File: src/rtl/pipe_ctrl_pkg.sv
// Shared definitions for the pipeline hazard/flow controller and the IFU.
package pipe_ctrl_pkg;

    typedef enum logic [1:0] {
        ST_RUN       = 2'd0,
        ST_DROP      = 2'd1,
        ST_HALT_WAIT = 2'd2,
        ST_HALTED    = 2'd3
    } ctrl_state_t;

    localparam logic [63:0] RESET_PC = 64'h0000_0000_8000_0000;

endpackage

File: src/rtl/pipe_ctrl_hazard_detect.sv
// Load-use comparator: a consumer reading a register that a load in the
// producer stage has not yet returned.
module hazard_detect #(
    parameter int REG_IDX_W = 5
) (
    input  logic                 cons_valid,
    input  logic [REG_IDX_W-1:0] cons_rs1,
    input  logic [REG_IDX_W-1:0] cons_rs2,
    input  logic                 cons_use_rs1,
    input  logic                 cons_use_rs2,
    input  logic                 prod_valid,
    input  logic                 prod_is_load,
    input  logic [REG_IDX_W-1:0] prod_rd,
    output logic                 hazard
);

    logic rs1_hit;
    logic rs2_hit;

    assign rs1_hit = cons_use_rs1 && (cons_rs1 == prod_rd);
    assign rs2_hit = cons_use_rs2 && (cons_rs2 == prod_rd);

    // x0 is never written, so a load targeting it cannot create a dependency.
    assign hazard = cons_valid && prod_valid && prod_is_load &&
                    (prod_rd != '0) && (rs1_hit || rs2_hit);

endmodule

File: src/rtl/pipe_ctrl.sv
// Central hazard and flow controller for the 5-stage in-order pipeline:
// load-use stalls, redirect flushes, stale-fetch dropping and ebreak halt.
module pipe_ctrl
    import pipe_ctrl_pkg::*;
#(
    parameter int ADDR_W    = 64,
    parameter int REG_IDX_W = 5,
    parameter int CNT_W     = 32
) (
    input  logic                 clk,
    input  logic                 rst,
    input  logic                 id_valid,
    input  logic [REG_IDX_W-1:0] id_rs1,
    input  logic [REG_IDX_W-1:0] id_rs2,
    input  logic                 id_use_rs1,
    input  logic                 id_use_rs2,
    input  logic                 ex_valid,
    input  logic                 ex_is_load,
    input  logic [REG_IDX_W-1:0] ex_rd,
    input  logic                 ex_br_taken,
    input  logic [ADDR_W-1:0]    ex_br_target,
    input  logic                 mem_valid,
    input  logic                 wb_valid,
    input  logic                 wb_trap,
    input  logic [ADDR_W-1:0]    wb_trap_target,
    input  logic                 wb_ebreak,
    input  logic                 if_busy,
    input  logic                 if_resp_valid,
    output logic                 stall_id,
    output logic                 flush_id,
    output logic                 flush_ex,
    output logic                 flush_mem,
    output logic                 redirect_valid,
    output logic [ADDR_W-1:0]    redirect_pc,
    output logic                 drop_fetch,
    output logic                 fetch_en,
    output logic                 halted,
    output logic [CNT_W-1:0]     stall_cnt,
    output logic [CNT_W-1:0]     flush_cnt
);

    ctrl_state_t state;
    ctrl_state_t state_nxt;

    logic hazard;
    logic live;
    logic ebreak_hit;
    logic trap_hit;
    logic br_hit;
    logic redirect;
    logic drained;

    hazard_detect #(
        .REG_IDX_W(REG_IDX_W)
    ) u_hazard_detect (
        .cons_valid  (id_valid),
        .cons_rs1    (id_rs1),
        .cons_rs2    (id_rs2),
        .cons_use_rs1(id_use_rs1),
        .cons_use_rs2(id_use_rs2),
        .prod_valid  (ex_valid),
        .prod_is_load(ex_is_load),
        .prod_rd     (ex_rd),
        .hazard      (hazard)
    );

    // Redirects and ebreak only act while the pipeline is still executing;
    // once halting starts every younger instruction is already flushed.
    assign live       = (state == ST_RUN) || (state == ST_DROP);
    assign ebreak_hit = live && wb_valid && wb_ebreak;
    assign trap_hit   = live && !ebreak_hit && wb_trap;
    assign br_hit     = live && !ebreak_hit && !wb_trap && ex_br_taken;
    assign redirect   = trap_hit || br_hit;
    assign drained    = !id_valid && !ex_valid && !mem_valid && !if_busy;

    assign stall_id       = (state == ST_RUN) && hazard && !redirect;
    assign flush_id       = ebreak_hit || redirect;
    assign flush_ex       = ebreak_hit || trap_hit || stall_id;
    assign flush_mem      = ebreak_hit || trap_hit;
    assign redirect_valid = redirect;
    assign redirect_pc    = trap_hit ? wb_trap_target :
                            br_hit   ? ex_br_target   : '0;

    always_comb begin
        state_nxt  = state;
        fetch_en   = 1'b0;
        drop_fetch = 1'b0;
        halted     = 1'b0;
        case (state)
            ST_RUN: begin
                fetch_en = !ebreak_hit;
                if (ebreak_hit)
                    state_nxt = ST_HALT_WAIT;
                else if (redirect && if_busy && !if_resp_valid)
                    state_nxt = ST_DROP;
            end
            ST_DROP: begin
                fetch_en   = !ebreak_hit;
                drop_fetch = if_resp_valid;
                if (ebreak_hit)
                    state_nxt = ST_HALT_WAIT;
                else if (if_resp_valid)
                    state_nxt = ST_RUN;
            end
            ST_HALT_WAIT: begin
                drop_fetch = if_resp_valid;
                if (drained)
                    state_nxt = ST_HALTED;
            end
            ST_HALTED: begin
                halted = 1'b1;
            end
            default: state_nxt = ST_RUN;
        endcase
    end

    always_ff @(posedge clk) begin
        if (rst) begin
            state     <= ST_RUN;
            stall_cnt <= '0;
            flush_cnt <= '0;
        end else begin
            state <= state_nxt;
            if (stall_id)
                stall_cnt <= stall_cnt + CNT_W'(1);
            if (redirect_valid)
                flush_cnt <= flush_cnt + CNT_W'(1);
        end
    end

endmodule

File: config.mk
export PLATFORM = sky130hd
export DESIGN_NAME = pipe_ctrl
export DESIGN_NICKNAME = d
export VERILOG_FILES = /design/src/rtl/pipe_ctrl_pkg.sv /design/src/rtl/pipe_ctrl_hazard_detect.sv /design/src/rtl/pipe_ctrl.sv
export SDC_FILE = /design/constraint.sdc
export NUM_CORES = 1
export LEC_CHECK = 0
export ABC_AREA = 1
export CAP_MARGIN = 20
export CORE_UTILIZATION = 41
export CTS_BUF_LIST = sky130_fd_sc_hd__clkbuf_2 sky130_fd_sc_hd__clkbuf_4 sky130_fd_sc_hd__clkbuf_8
export DETAILED_ROUTE_END_ITERATION = 8
export HOLD_SLACK_MARGIN = 0.05
export PLACE_DENSITY_LB_ADDON = 0.15
export SKIP_LAST_GASP = 1
export SYNTH_ARGS = -nofsm -noshare
export SYNTH_HDL_FRONTEND = slang
export SYNTH_SLANG_ARGS = --single-unit
export TNS_END_PERCENT = 20
File: constraint.sdc
create_clock -name clk -period 2.1 [get_ports clk]
set_clock_uncertainty 0.05 [all_clocks]
set_input_delay 0.21 -clock clk [delete_from_list [all_inputs] [get_ports clk]]
set_output_delay 0.21 -clock clk [all_outputs]
set_load 0.01 [all_outputs]
### After elaboration in Yosys (flattened, before gate mapping)

Cells that the tools add are included.
Widths: inputs -> output; s select.

| word-level totals | value |
|---|---|
| register bits | 66 |
| bits of input ports | 157 |
| output and inout port bits | 136 |
| logic and storage cells | 63 |

| cells by class | value |
|---|---|
| add/sub/neg operators | 2 |
| equality and inequality tests | 8 |
| multiplexer cells | 11 |
| reduce and logical (&&, ||, !) cells | 39 |

Operators with widths:

| operator | number |
|---|---|
| $mux 64 | 2 |
| $add 32x1->32 const B | 2 |
| $logic_and 1x1->1 | 19 |
| $eq 5x5->1 | 2 |
| $mux 2 | 5 |
| $logic_not 1->1 | 8 |
| $logic_or 1x1->1 | 6 |
| $pmux 2 s3 | 1 |
| $reduce_bool 5->1 | 1 |
| $eq 2x2->1 const B | 2 |
| $reduce_and 4->1 | 1 |
| $reduce_or 2->1 | 2 |
| $mux 1 | 3 |
| $ne 3x2->1 const B | 1 |
| $ne 3x3->1 const B | 1 |
| $reduce_bool 3->1 | 1 |
| $eq 2x1->1 const B | 1 |
| $logic_not 2->1 | 1 |
| $ne 2x2->1 const B | 1 |

### Logic depth before layout (Yosys ltp)

| logic depth | value |
|---|---|
| depth in word-level cells | 14 |
| gate-level depth with buffers | 12 |
| mapped depth without buffers | 11 |

### Cells and area by module

Synthesis repeated with hierarchy kept, for this count alone.

| unflattened totals | value |
|---|---|
| cells, all modules | 972 |
| area, all modules | 5382.7 um2 |

By module, submodules not included:

| module | instances | cells an instance | area each (um2) | sequential area each (um2) |
|---|---|---|---|---|
| pipe_ctrl | 1 | 916 | 5152.4 | 1321.3 |
| hazard_detect | 1 | 56 | 230.2 | 0.0 |

### Worst setup path after synthesis

No wires, ideal clock.

| timing path | value |
|---|---|
| path kind | reg2out |
| start point | register state[0] |
| end point | output port flush_ex |
| arrival | 1.603 ns |
| required time | 1.840 ns |
| slack | 0.237 ns |
| stages on the path, launching flop included | 11 |
| buffers on the path | 1 |
| path through | dfxtp_1 -> inv_1 -> ha_1 -> nor2_2 -> nor2_4 -> o21ai_4 -> nand2_4 -> nor2_8 -> nand2_2 -> buf_2 -> nand3_1 |

| between the ends | value |
|---|---|
| longest elaborated chain between the ends | 12 |
| elaborated cells on any way between the ends | 16 |
| classes of those cells | eq/ne (1); reduce/logical (15) |

RTL lines:

| element | RTL line | RTL |
|---|---|---|
| from (decl) | pipe_ctrl.sv:42 | `ctrl_state_t state;` |
| from (signal assigned) | pipe_ctrl.sv:123 | `state <= state_nxt;` |
| $eq 2x1->1 or $logic_not 2->1 (tied branches) | pipe_ctrl.sv:69, pipe_ctrl.sv:76 |  |
| $logic_or 1x1->1 | pipe_ctrl.sv:69 | `assign live = (state == ST_RUN) \|\| (state == ST_DROP);` |
| $logic_and 1x1->1 (2 in series) | pipe_ctrl.sv:70 | `assign ebreak_hit = live && wb_valid && wb_ebreak;` |
| $logic_not 1->1 | pipe_ctrl.sv:71, pipe_ctrl.sv:72 |  |
| $logic_and 1x1->1 | pipe_ctrl.sv:71, pipe_ctrl.sv:72 |  |
| $logic_and 1x1->1 (2 in series) | pipe_ctrl.sv:72 | `assign br_hit = live && !ebreak_hit && !wb_trap && ex_br_taken;` |
| $logic_or 1x1->1 | pipe_ctrl.sv:73 | `assign redirect = trap_hit \|\| br_hit;` |
| $logic_not 1->1 | pipe_ctrl.sv:76 | `assign stall_id = (state == ST_RUN) && hazard && !redirect;` |
| $logic_and 1x1->1 | pipe_ctrl.sv:76 |  |
| $logic_or 1x1->1 * | pipe_ctrl.sv:78 | `assign flush_ex = ebreak_hit \|\| trap_hit \|\| stall_id;` |
| to (decl) | pipe_ctrl.sv:31 | `output logic flush_ex,` |

Every way passes the cells marked *; elsewhere a longest branch is shown, timed or not.

### Worst setup path in the final report

| timing path | value |
|---|---|
| start point | register state[0] |
| end point | output port redirect_pc[59] |

| between the ends | value |
|---|---|
| longest elaborated chain between the ends | 10 |
| elaborated cells on any way between the ends | 12 |
| classes of those cells | eq/ne (1); mux (2); reduce/logical (9) |

RTL lines:

| element | RTL line | RTL |
|---|---|---|
| $eq 2x1->1 or $logic_not 2->1 (tied branches) | pipe_ctrl.sv:69 |  |
| $logic_or 1x1->1 * | pipe_ctrl.sv:69 |  |
| $logic_and 1x1->1 (2 in series) | pipe_ctrl.sv:70 |  |
| $logic_not 1->1 | pipe_ctrl.sv:71, pipe_ctrl.sv:72 |  |
| $logic_and 1x1->1 * | pipe_ctrl.sv:71, pipe_ctrl.sv:72 |  |
| $logic_and 1x1->1 (2 in series) | pipe_ctrl.sv:72 |  |
| $mux 64 | pipe_ctrl.sv:82 | `br_hit ? ex_br_target : '0;` |
| $mux 64 * | pipe_ctrl.sv:81 | `assign redirect_pc = trap_hit ? wb_trap_target :` |
| to (decl) | pipe_ctrl.sv:34 | `output logic [ADDR_W-1:0] redirect_pc,` |

Marks and branches as above.

==> flow_summary.yaml <==
status:
  outcome: "finished with violations"
  violations: "negative setup slack"
worst_setup_path:
  end_kind: "output pin"
  cp-start-kind: "flip-flop"
  critPathMaxFanout: 5
  worstPathArrival_ps: 2030
  crit_required_ps: 1840
  critical_path_class: "reg -> out"
  reg2reg_depth: 11
clocking:
  h-tree-depth: 3
  cts.sinks: 66
  cts_buffers: 9
  tritoncts: "done"
  cts_buffer_depth: 2
  clk_pin_slew_ps: 80
  cts_root_buffer: "clkbuf_8"
  clk_latency_ps: 350
  ctsHoldBuffers: 0
place:
  place_congestion: 0.919
  io_buffer_count: 292
  dp_cells: 1440
  post-dp-hpwl_mm: 18.3
  dp_slack_ps: -436
timing:
  tns_ps: -7280
  hold_violations: 0
  finalCriticalPeriod_ps: 2290
  max_freq_mhz: 436
  slew_viol_final: 0
  grt_setup_unrepaired: "yes"
  fin_ws_ps: -194
  worst_slew_margin_rel_pct: 69.3
  holdWs_ps: 435
  setup_viol: 58
  worst_slew_pin_slew_ps: 461
  fin_crit_sh_pct: 109
power_and_ir_drop:
  ir_drop_v: 0.000310
  p_int_mw: 2.87
  clkPwrFrac_pct: 20.6
  power.switching_mw: 1.69
  pwr-share-seq_pct: 28.8
  leakagePower_nw: 3.77
  pwr-share-comb_pct: 50.6
  switching_share_pct: 37.1
  power_per_cell_area_nw_per_um2: 513
synth:
  synthCells: 974
  synth_top_area_cell: "dfxtp_1"
  syn_area_um2: 5340
  synth_area_leaders: "dfxtp_1 (25%), nand2_1 (22%), nor2_1 (9.3%)"
  ys_warn_count: 0
  synth.avg_cell_area_um2: 5.48
  syn_nets: 1137
  ys_seq_elements: 66
  ys_seq_area_share_pct: 24.7
  yosysTopAreaCellShare_pct: 24.7
  yosysUniqueCellTypes: 29
worst_hold_path:
  min_path_cells: 2
  hold_class: "reg -> reg"
cells_and_area:
  fillers: 1172
  fin_cells: 1465
  multi_input_area_um2: 3490
  final_util_pct: 70.2
  layout-drive-gt1-share_pct: 9.46
  final_nets: 1449
  area_growth_syn_to_layout_pct: 66.7
  regArea_um2: 1330
drt:
  drt_pass1_iterations: 5
  ant_nets: 0
  wl_per_cell_um: 15.8
  dr.first_iter.drc_count: 695
  drc: 0
  via_count: 7395
  viasPerCell: 5.05
  wl_mm: 23.1
run:
  cap_violations: 0
floorplan:
  pin_count: 293
  rows: 41
  fp.dieH_um: 116
  die_w_um: 116
  dieArea_um2: 13500
  design.core.area_um2: 12700
  start_util_pct: 42.1
global_routing:
  antenna_found_initial: 5
  grt_first_pass_wirelength_mm: 34.9
  grt_pass1_vias: 6799
  grt-ovfl-total: 0
  grt_max_degree: 43
  track_usage_pct: 34.1
## placed cells by master, fill, tap and decap left out, types with 2 or more instances in the layout
cell,synthesis,routed
xnor2_1,7,7
dlygate4sd2_1,0,35
nand3b_1,21,21
nor2_4,1,2
nand2_4,1,2
clkbuf_2,0,3
o21ai_0,83,60
nand4_1,4,4
nand3_1,97,97
buf_4,0,33
buf_6,1,5
nor2_1,133,132
inv_4,0,2
a21oi_1,52,52
buf_2,8,26
clkbuf_8,0,10
xor2_1,7,7
ha_1,6,4
diode_2,0,4
o21ai_2,0,13
nor3b_1,3,3
nor3_1,11,11
o21ai_4,1,3
nand2_1,307,307
ha_4,0,2
clkdlybuf4s50_1,0,223
nor2_2,3,3
clkdlybuf4s15_1,0,2
o21ai_1,1,9
dfxtp_1,66,64
buf_12,0,6
inv_1,128,126
clkinv_2,1,3
## power groups by stage
stage	Combinational (mW)	Sequential, mW	Clock [mW]
detailed placement	2.23	1.33	0
finish	2.31	1.32	0.939
floorplan	0.911	1.33	0
global placement	2.22	1.33	0
CTS	2.24	1.31	0.964
global route	2.47	1.32	1.01
## final timing paths
path,endpoint,from,slack [ps]
min,flush_cnt[16]$_SDFFE_PP0N_,flush_cnt[16]$_SDFFE_PP0N_,440
max reg2reg,flush_cnt[10]$_SDFFE_PP0N_,state[0]$_SDFFE_PP0P_,130
max,redirect_pc[59],state[0]$_SDFFE_PP0P_,-190
min reg2reg,flush_cnt[16]$_SDFFE_PP0N_,flush_cnt[16]$_SDFFE_PP0N_,440
## what timing repair did
action	in CTS	in global routing
cloned	2	1
setup buffers	4	1
endpoints found under the hold margin	0	0
pin swaps	5	4
resized for setup	179	63
endpoints found under the setup margin	71	72
## per-layer routing
metal	GRT usage, %	vias to the layer above	share of wire (%)
li1	-	3709	-
met4	14.4	2	2.9
met5	0	-	0.048
met1	39.6	3292	39
met2	59.2	345	49
met3	9.03	47	9.4
## synth_stat cells
cell and count:
o21bai_1 1, xnor2_1 7, o21ai_4 1, buf_1 2, a31oi_1 1, nor3b_1 3, nor3_1 11, clkinv_2 1
nand3_1 97, nand3b_1 21, o21ai_0 83, buf_6 1, nor2_1 133, nand2_2 1, nand2_4 1, xor2_1 7
ha_1 6, nor2_2 3, a22oi_1 1, buf_2 8, dfxtp_1 66, inv_1 128, clkbuf_1 25, nand2_1 307
a21oi_1 52, nand4_1 4, nor2_8 1, o21ai_1 1, nor2_4 1
## stage by stage
stage | total power, mW | area (um^2)
2_1_floorplan | 2.24 | 5340
3_3_place_gp | 3.55 | 8640
3_5_place_dp | 3.56 | 8640
4_1_cts | 4.51 | 8870
5_1_grt | 4.80 | 8900
6_report | 4.57 | 8900
## state kept, by name, summed over array words and instances, names as in the netlist
| signal | cells |
|---|---|
| stall_cnt | 32 |
| flush_cnt | 32 |
| state | 2 |
## cells by family (layout without fill, tap and decap cells)
kind of cell,after synthesis,in the layout,synth area share (%)
flip-flops,66,66,24.7
buffers and inverters,165,480,11.9
adder cells (fa/ha/maj),6,6,1.41
XOR/XNOR,14,14,2.30
AND/OR/NAND/NOR,583,583,46.2
AO/OA/AOI/OAI,140,140,13.4
other,0,4,0
## worst max-delay path: stages (launching register included)
cell and delay [ps]:
dfxtp_4 370, inv_4 60, ha_4 150, nor2_4 50, nor2_4 150, nand3b_1 120
buf_6 160, buf_6 140, o21ai_1 150, buf_4 130, clkdlybuf4s15_2 210
## final cells by class
cell class | count | share of cell area (%)
antenna | 4 | 0.112
clock buffer | 11 | 1.63
clock inverter | 3 | 0.197
inverter | 129 | 5.51
multi-input combinational | 743 | 39.2
sequential | 66 | 14.9
tap | 172 | 2.42
timing repair buffer | 337 | 36.0
Note: power is estimated with default switching activity, not from simulation.
